**config.mk**
```make
export PLATFORM = sky130hd
export DESIGN_NAME = reg_scoreboard_flat
export DESIGN_NICKNAME = d
export VERILOG_FILES = /design/src/rtl/reg_scoreboard_if.sv /design/src/rtl/reg_scoreboard.sv /design/src/flat_wrapper.sv
export SDC_FILE = /design/constraint.sdc
export NUM_CORES = 1
export LEC_CHECK = 0
export BUFFER_PORTS_ARGS = -buffer_cell sky130_fd_sc_hd__buf_2
export CELL_PAD_IN_SITES_DETAIL_PLACEMENT = 1
export CELL_PAD_IN_SITES_GLOBAL_PLACEMENT = 1
export CORE_MARGIN = 2
export CORE_UTILIZATION = 40
export DETAILED_ROUTE_END_ITERATION = 8
export PLACE_DENSITY_LB_ADDON = 0.1
export SYNTH_ARGS = -nofsm -noshare
export SYNTH_HDL_FRONTEND = slang
export SYNTH_SLANG_ARGS = --single-unit
```
**constraint.sdc**
```tcl
create_clock -name clk -period 3.4 [get_ports clk]
set_input_delay 1.02 -clock clk [delete_from_list [all_inputs] [get_ports clk]]
set_output_delay 1.02 -clock clk [all_outputs]
set_load 0.03 [all_outputs]
```
**src/rtl/reg_scoreboard_if.sv**
```systemverilog
// Issue/writeback bus of the register scoreboard.
// master: decode/writeback side (drives requests, observes stall/pend/err_unf)
// slave : scoreboard side
interface reg_scoreboard_if;
  logic       iss_valid;
  logic [2:0] iss_rs;
  logic [2:0] iss_rt;
  logic       iss_rs_en;
  logic       iss_rt_en;
  logic [2:0] iss_rd;
  logic       iss_rd_en;
  logic       iss_stall;
  logic       wb_valid;
  logic [2:0] wb_rd;
  logic       flush;
  logic [7:0] pend;
  logic       err_unf;

  modport master (
    output iss_valid, iss_rs, iss_rt, iss_rs_en, iss_rt_en, iss_rd, iss_rd_en,
    output wb_valid, wb_rd, flush,
    input  iss_stall, pend, err_unf
  );

  modport slave (
    input  iss_valid, iss_rs, iss_rt, iss_rs_en, iss_rt_en, iss_rd, iss_rd_en,
    input  wb_valid, wb_rd, flush,
    output iss_stall, pend, err_unf
  );
endinterface

```
**src/rtl/reg_scoreboard.sv**
```systemverilog
// Register scoreboard: per-register outstanding-write counters for 8 registers.
// Blocks issue on RAW hazards (source pending) and on counter saturation of the
// destination; writebacks retire one outstanding write each.
// Ports:
//   clk  - clock, all state on rising edge
//   rst  - asynchronous active-high reset
//   bus  - reg_scoreboard_if.slave: issue request, writeback, flush,
//          iss_stall (combinational), pend (registered), err_unf (sticky)
// Optional feature: define SCB_WB_BYPASS_EN to let a source whose last
// outstanding write retires in the same cycle issue without stalling.
module reg_scoreboard #(
  parameter int unsigned CNT_W = 2
) (
  input  logic           clk,
  input  logic           rst,
  reg_scoreboard_if.slave bus
);

  localparam int unsigned NREG = 8;
  localparam logic [CNT_W-1:0] CNT_MAX = '1;
  localparam logic [CNT_W-1:0] CNT_ONE = CNT_W'(1);

  logic [CNT_W-1:0] cnt_q [NREG];
  logic [CNT_W-1:0] cnt_d [NREG];
  logic [NREG-1:0]  pend_q;
  logic [NREG-1:0]  pend_d;
  logic             err_q;
  logic             err_d;
  logic             rs_busy;
  logic             rt_busy;
  logic             rd_full;
  logic             stall;
  logic             accept;
  logic [NREG-1:0]  inc_v;
  logic [NREG-1:0]  dec_v;

  // Hazard detection against registered counts
  always_comb begin
    rs_busy = bus.iss_rs_en && (cnt_q[bus.iss_rs] != '0);
    rt_busy = bus.iss_rt_en && (cnt_q[bus.iss_rt] != '0);
`ifdef SCB_WB_BYPASS_EN
    // last outstanding write to the source retires this cycle
    if (bus.wb_valid && (bus.wb_rd == bus.iss_rs) && (cnt_q[bus.iss_rs] == CNT_ONE))
      rs_busy = 1'b0;
    if (bus.wb_valid && (bus.wb_rd == bus.iss_rt) && (cnt_q[bus.iss_rt] == CNT_ONE))
      rt_busy = 1'b0;
`endif
    rd_full = bus.iss_rd_en && (cnt_q[bus.iss_rd] == CNT_MAX);
    stall   = bus.iss_valid && (rs_busy || rt_busy || rd_full);
    accept  = bus.iss_valid && !stall;
  end

  // One-hot increment/decrement requests
  always_comb begin
    inc_v = '0;
    dec_v = '0;
    if (accept && bus.iss_rd_en) inc_v[bus.iss_rd] = 1'b1;
    if (bus.wb_valid)            dec_v[bus.wb_rd]  = 1'b1;
  end

  // Next counts; same-register inc+dec cancels, flush overrides everything
  always_comb begin
    err_d = err_q;
    for (int i = 0; i < NREG; i++) begin
      cnt_d[i] = cnt_q[i];
      if (inc_v[i] && !dec_v[i]) begin
        cnt_d[i] = cnt_q[i] + CNT_ONE;
      end else if (dec_v[i] && !inc_v[i]) begin
        if (cnt_q[i] != '0) cnt_d[i] = cnt_q[i] - CNT_ONE;
        else                err_d    = 1'b1;
      end
      if (bus.flush) cnt_d[i] = '0;
      pend_d[i] = (cnt_d[i] != '0);
    end
    if (bus.flush) err_d = err_q;
  end

  // State registers
  always_ff @(posedge clk or posedge rst) begin
    if (rst) begin
      for (int i = 0; i < NREG; i++) cnt_q[i] <= '0;
      pend_q <= '0;
      err_q  <= 1'b0;
    end else begin
      for (int i = 0; i < NREG; i++) cnt_q[i] <= cnt_d[i];
      pend_q <= pend_d;
      err_q  <= err_d;
    end
  end

  assign bus.iss_stall = stall;
  assign bus.pend      = pend_q;
  assign bus.err_unf   = err_q;

endmodule

```
**src/flat_wrapper.sv**
```systemverilog
// flat-port wrapper written by rule: the top's interface ports become plain ports
module reg_scoreboard_flat 
#(
  parameter int unsigned CNT_W = 2
)
  (clk, rst, bus_iss_valid, bus_iss_rs, bus_iss_rt, bus_iss_rs_en, bus_iss_rt_en, bus_iss_rd, bus_iss_rd_en, bus_wb_valid, bus_wb_rd, bus_flush, bus_iss_stall, bus_pend, bus_err_unf);
  reg_scoreboard_if bus_i ();
  input  logic clk;
  input  logic rst;
  input wire logic [$bits(bus_i.iss_valid)-1:0] bus_iss_valid;
  input wire logic [$bits(bus_i.iss_rs)-1:0] bus_iss_rs;
  input wire logic [$bits(bus_i.iss_rt)-1:0] bus_iss_rt;
  input wire logic [$bits(bus_i.iss_rs_en)-1:0] bus_iss_rs_en;
  input wire logic [$bits(bus_i.iss_rt_en)-1:0] bus_iss_rt_en;
  input wire logic [$bits(bus_i.iss_rd)-1:0] bus_iss_rd;
  input wire logic [$bits(bus_i.iss_rd_en)-1:0] bus_iss_rd_en;
  input wire logic [$bits(bus_i.wb_valid)-1:0] bus_wb_valid;
  input wire logic [$bits(bus_i.wb_rd)-1:0] bus_wb_rd;
  input wire logic [$bits(bus_i.flush)-1:0] bus_flush;
  output wire logic [$bits(bus_i.iss_stall)-1:0] bus_iss_stall;
  output wire logic [$bits(bus_i.pend)-1:0] bus_pend;
  output wire logic [$bits(bus_i.err_unf)-1:0] bus_err_unf;
  assign bus_i.iss_valid = bus_iss_valid;
  assign bus_i.iss_rs = bus_iss_rs;
  assign bus_i.iss_rt = bus_iss_rt;
  assign bus_i.iss_rs_en = bus_iss_rs_en;
  assign bus_i.iss_rt_en = bus_iss_rt_en;
  assign bus_i.iss_rd = bus_iss_rd;
  assign bus_i.iss_rd_en = bus_iss_rd_en;
  assign bus_i.wb_valid = bus_wb_valid;
  assign bus_i.wb_rd = bus_wb_rd;
  assign bus_i.flush = bus_flush;
  assign bus_iss_stall = bus_i.iss_stall;
  assign bus_pend = bus_i.pend;
  assign bus_err_unf = bus_i.err_unf;
  reg_scoreboard #(.CNT_W(CNT_W)) u_core (.clk(clk), .rst(rst), .bus(bus_i));
endmodule
```
==> results.env <==
OUTCOME='finished clean'
SYNTH_TOP_FLOP_CELL='sky130_fd_sc_hd__dfrtp_1'
CRITICAL_PATH.MAX_FANOUT=17
FIRST_PASS_GRT_WIRE_LENGTH_UM=11100
NUMBER_OF_SYNTHESIZED_REGISTER_BITS=25
DETAILEDROUTE.FIRSTITERATIONVIOLATIONS=76
LAYOUT_COMMONEST_CELL='sky130_fd_sc_hd__buf_2'
DOMINANT_COMBINATIONAL_CELL_FAMILY_BY_AREA_AFTER_SYNTHESIS='simple AND/OR/NAND/NOR gates'
GRT_START_MAX_NET_PINS=26
POST_CTS_HOLD_BUFFER_COUNT=0
CTS_TREE='done'
DRC=0
CTS.REPORTEDPATHS.CLKPINSLEW_NS=0.10
ANTENNADIODECOUNT=0
FLOORPLAN.IO_PINS=30
DRT-WIRELENGTH-PER-CELL_UM=17.4
WORST_CLOCK_SKEW_NS=0.00588
PERIOD_NEEDED_NS=3.34
NUMBER_OF_ANTENNA_VIOLATIONS_AT_THE_FIRST_CHECK_IN_GLOBAL_ROUTING=0
AREAGROWTHSYNTHTOFINISH_PCT=17.8
REG2REG_SLACK_NS=0.52
POWER.TOTAL_mW=0.693
NUMBER_OF_BUFFERS_ON_THE_LONGEST_CLOCK_PATH=2
VIAS_PER_CELL=5.71
GRTUSAGETOTAL_PCT=22.0
SYNTH.NET_COUNT=320
ANTENNA_VIOL_NETS_FINAL=0
LAYOUT-DRIVE-GT1-SHARE_PCT=23.3
ASYNC_RESET_FF_SHARE_PCT=100
FINALSETUPVIOLCOUNT=0
YOSYSWARNINGS=0
CTS_HTREE_LEVELS=1
CP-START-KIND='primary input'
MAXSLEWVIOLCOUNT=0
BUFFERS_ADDED_ON_PORTS=29
SYNTH-COMPOUND-AREA-SHARE_PCT=22.1
CRITPATHCAPTURETYPE='primary output'
HOLD_PATH.STARTPOINT='u_core.bus.err_unf'
DATA_REQUIRED_CRITICAL_PATH_NS=2.38
WORST-ENDPOINT-ARRIVAL_NS=2.32
DESIGN.DIE.AREA_SQ_UM=6600
CTS-BUFFERS-INSERTED=3
CRIT_START='bus_iss_rd[0]'
FINAL-HOLD-VIOLATION-COUNT=0
SYNTH_CELL_TYPES=59
SYNTH_ENABLE_FLOP_CELLS=0
MOST-COMMON-LAYOUT-CELLS='sky130_fd_sc_hd__buf_2 (26), sky130_fd_sc_hd__dfrtp_1 (25), sky130_fd_sc_hd__inv_1 (24), sky130_fd_sc_hd__ha_1 (24), sky130_fd_sc_hd__nor2_1 (23)'
LAYOUT_WORST_PATH_CYCLE_SHARE_PCT=98.2
ROWS=28
DR_TOTAL_VIAS=2239
FINAL_NON_FILLER_CELLS=392
YOSYS.AREA_SHARE.ADDER_PCT=12.6
INSERTION_DELAY_NS=0.27
DESIGN.FINAL.NETS=362
GRT_SETUP_UNREPAIRED='false'
UTILIZATION_PCT=48.0
STATIC-LEAKAGE-POWER_nW=1.21
RELSLEWSLACK_PCT=63.2
CTS_SINKS=25
WORST_IR_DROP_ON_VDD_V=0.000149
POST_SYNTH_INSTANCE_AREA_SQ_UM=2380
GLOBALPLACE.CONGESTION=0.892
CORE_SQ_UM=5850
CLOCK.FMAX_MHz=299
FINAL.HOLD.WORST_SLACK_NS=0.622
SYNTH-SEQ-AREA-SHARE_PCT=26.2
REGTOREGSTARTPOINT='u_core.cnt_q[5]'
HP-CLASS='reg2reg'
POWERDENSITY_nW_PER_UM2=246
SYN-MEAN-INSTANCE-AREA_SQ_UM=8.64
MAXCAPVIOLATIONS=0
DP_HPWL_UM=5320
CRITPATHKIND='in2out'
NUMBER_OF_GLOBAL_ROUTE_VIAS_BEFORE_REPAIR=2198
INSTANCE_AREA_AFTER_PLACEMENT_SQ_UM=2700
SYNTHCELLS=276
SYNTH_AREA_IN_XOR_XNOR_PCT=2.20
PLACEDCELLCOUNT=387
ROOT_BUFFER_SELECTED_BY_CTS='sky130_fd_sc_hd__clkbuf_8'
GRT-OVFL-TOTAL=0
FLOORPLAN.INITIALDENSITY_PCT=40.8
FINAL_CELL_AREA_SQ_UM=2810
DRT_PRE_ANTENNA_ITERS=4
YOSYS-MUX-AREA-FRACTION_PCT=5.25
DRT_WL_TOTAL_UM=6830
DIE_X_UM=81.2
SYNTH_SIMPLE_GATE_AREA_SHARE_PCT=24.0
DIE_H_UM=81.2
TIGHTESTPINTRANSITION_NS=0.551
==> synth_stat cells, types with 3 or more instances <==
library cell / count / area, sq um
sky130_fd_sc_hd__dfrtp_1: 25 / 626
sky130_fd_sc_hd__ha_1: 24 / 300
sky130_fd_sc_hd__inv_1: 24 / 90.1
sky130_fd_sc_hd__nor2_1: 23 / 86.3
sky130_fd_sc_hd__nand2_1: 18 / 67.6
sky130_fd_sc_hd__nor3_1: 11 / 55.1
sky130_fd_sc_hd__a21oi_1: 10 / 50.1
sky130_fd_sc_hd__a211oi_1: 9 / 67.6
sky130_fd_sc_hd__nand3_1: 9 / 45.0
sky130_fd_sc_hd__mux2i_1: 8 / 80.1
sky130_fd_sc_hd__or4_1: 7 / 52.6
sky130_fd_sc_hd__clkbuf_1: 6 / 22.5
sky130_fd_sc_hd__nor3b_1: 6 / 45.0
sky130_fd_sc_hd__xnor2_1: 6 / 52.6
sky130_fd_sc_hd__a311oi_1: 5 / 43.8
sky130_fd_sc_hd__buf_6: 5 / 56.3
sky130_fd_sc_hd__nand2b_1: 5 / 31.3
sky130_fd_sc_hd__nor4_1: 5 / 31.3
sky130_fd_sc_hd__o21ai_0: 5 / 25.0
sky130_fd_sc_hd__a21o_1: 4 / 30.0
sky130_fd_sc_hd__and2_1: 4 / 25.0
sky130_fd_sc_hd__o31ai_1: 4 / 30.0
sky130_fd_sc_hd__a31oi_1: 3 / 18.8
sky130_fd_sc_hd__nand3b_1: 3 / 22.5
sky130_fd_sc_hd__nand4_1: 3 / 18.8
sky130_fd_sc_hd__o31a_1: 3 / 26.3
==> through the flow <==
stage | setup WS [ns] | TNS (ns)
final | 0.0598 | 0
after global routing | 0.0150 | 0
after CTS | 0.0353 | 0
after detailed placement | -0.0520 | -0.0973
after global placement | -0.0260 | -0.0279
after floorplan | 0.00420 | 0
==> state kept, by name (all words and copies together) (netlist names) <==
name,count
u_core.bus.err_unf,1
u_core.bus.pend,8
u_core.cnt_q,16
==> worst max-delay path: stages <==
cell and delay, ns:
sky130_fd_sc_hd__buf_4 0.18, sky130_fd_sc_hd__nand3b_1 0.20, sky130_fd_sc_hd__a21oi_2 0.17, sky130_fd_sc_hd__a211oi_2 0.07, sky130_fd_sc_hd__o311ai_4 0.34, sky130_fd_sc_hd__and2_4 0.19, sky130_fd_sc_hd__buf_4 0.15
==> routing by layer <==
metal / part of all wire, % / GRT usage (%) / up-vias / routed length, um
met2: 48 / 37.5 / 32 / 3250
met1: 50 / 29.9 / 1094 / 3380
met5: 0 / 0 / - / 0
li1: - / - / 1109 / -
met4: 0.76 / 5.42 / 0 / 52
met3: 2.0 / 1.89 / 4 / 137
==> path summary, 6_finish.rpt <==
path,endpoint,cells after the start
max,bus_iss_stall,7
min,u_core.bus.err_unf,1
max reg2reg,u_core.bus.pend[4],9
min reg2reg,u_core.bus.err_unf,1
max in group asynchronous,u_core.cnt_q[14],3
min in group asynchronous,u_core.bus.pend[4],3
==> layout make-up <==
type | count | area [sq um]
well taps | 75 | 93.8
multi-input cells | 214 | 1640
repair buffers | 49 | 307
clock inverters | 1 | 5.00
fillers | 717 | 3040
inverters | 25 | 93.8
clock buffers | 3 | 41.3
flip-flops and latches | 25 | 626
==> cell families (layout without fill, tap and decap cells) <==
kind of cell,Yosys count,after routing
flops,25,25
simple gates,104,104
mux,11,11
compound gates,69,69
buf+inv,37,78
xor+xnor,6,6
fa+ha+maj,24,24
==> report_power, final <==
group	switching (mW)	internal (mW)	leakage, nW	total [mW]
logic	0.115	0.0734	0.844	0.189
registers	0.0116	0.306	0.345	0.318
clock network	0.104	0.0822	0.0255	0.186
total	0.231	0.462	1.21	0.693
==> what timing repair did <==
action                     in CTS  in global routing
setup buffers                   0                  1
pin swaps                       0                  4
hold endpoints to repair        0                  0
setup endpoints to repair       1                  1
resized for setup               3                 10
No activity file was read; power rests on OpenSTA's default activity.
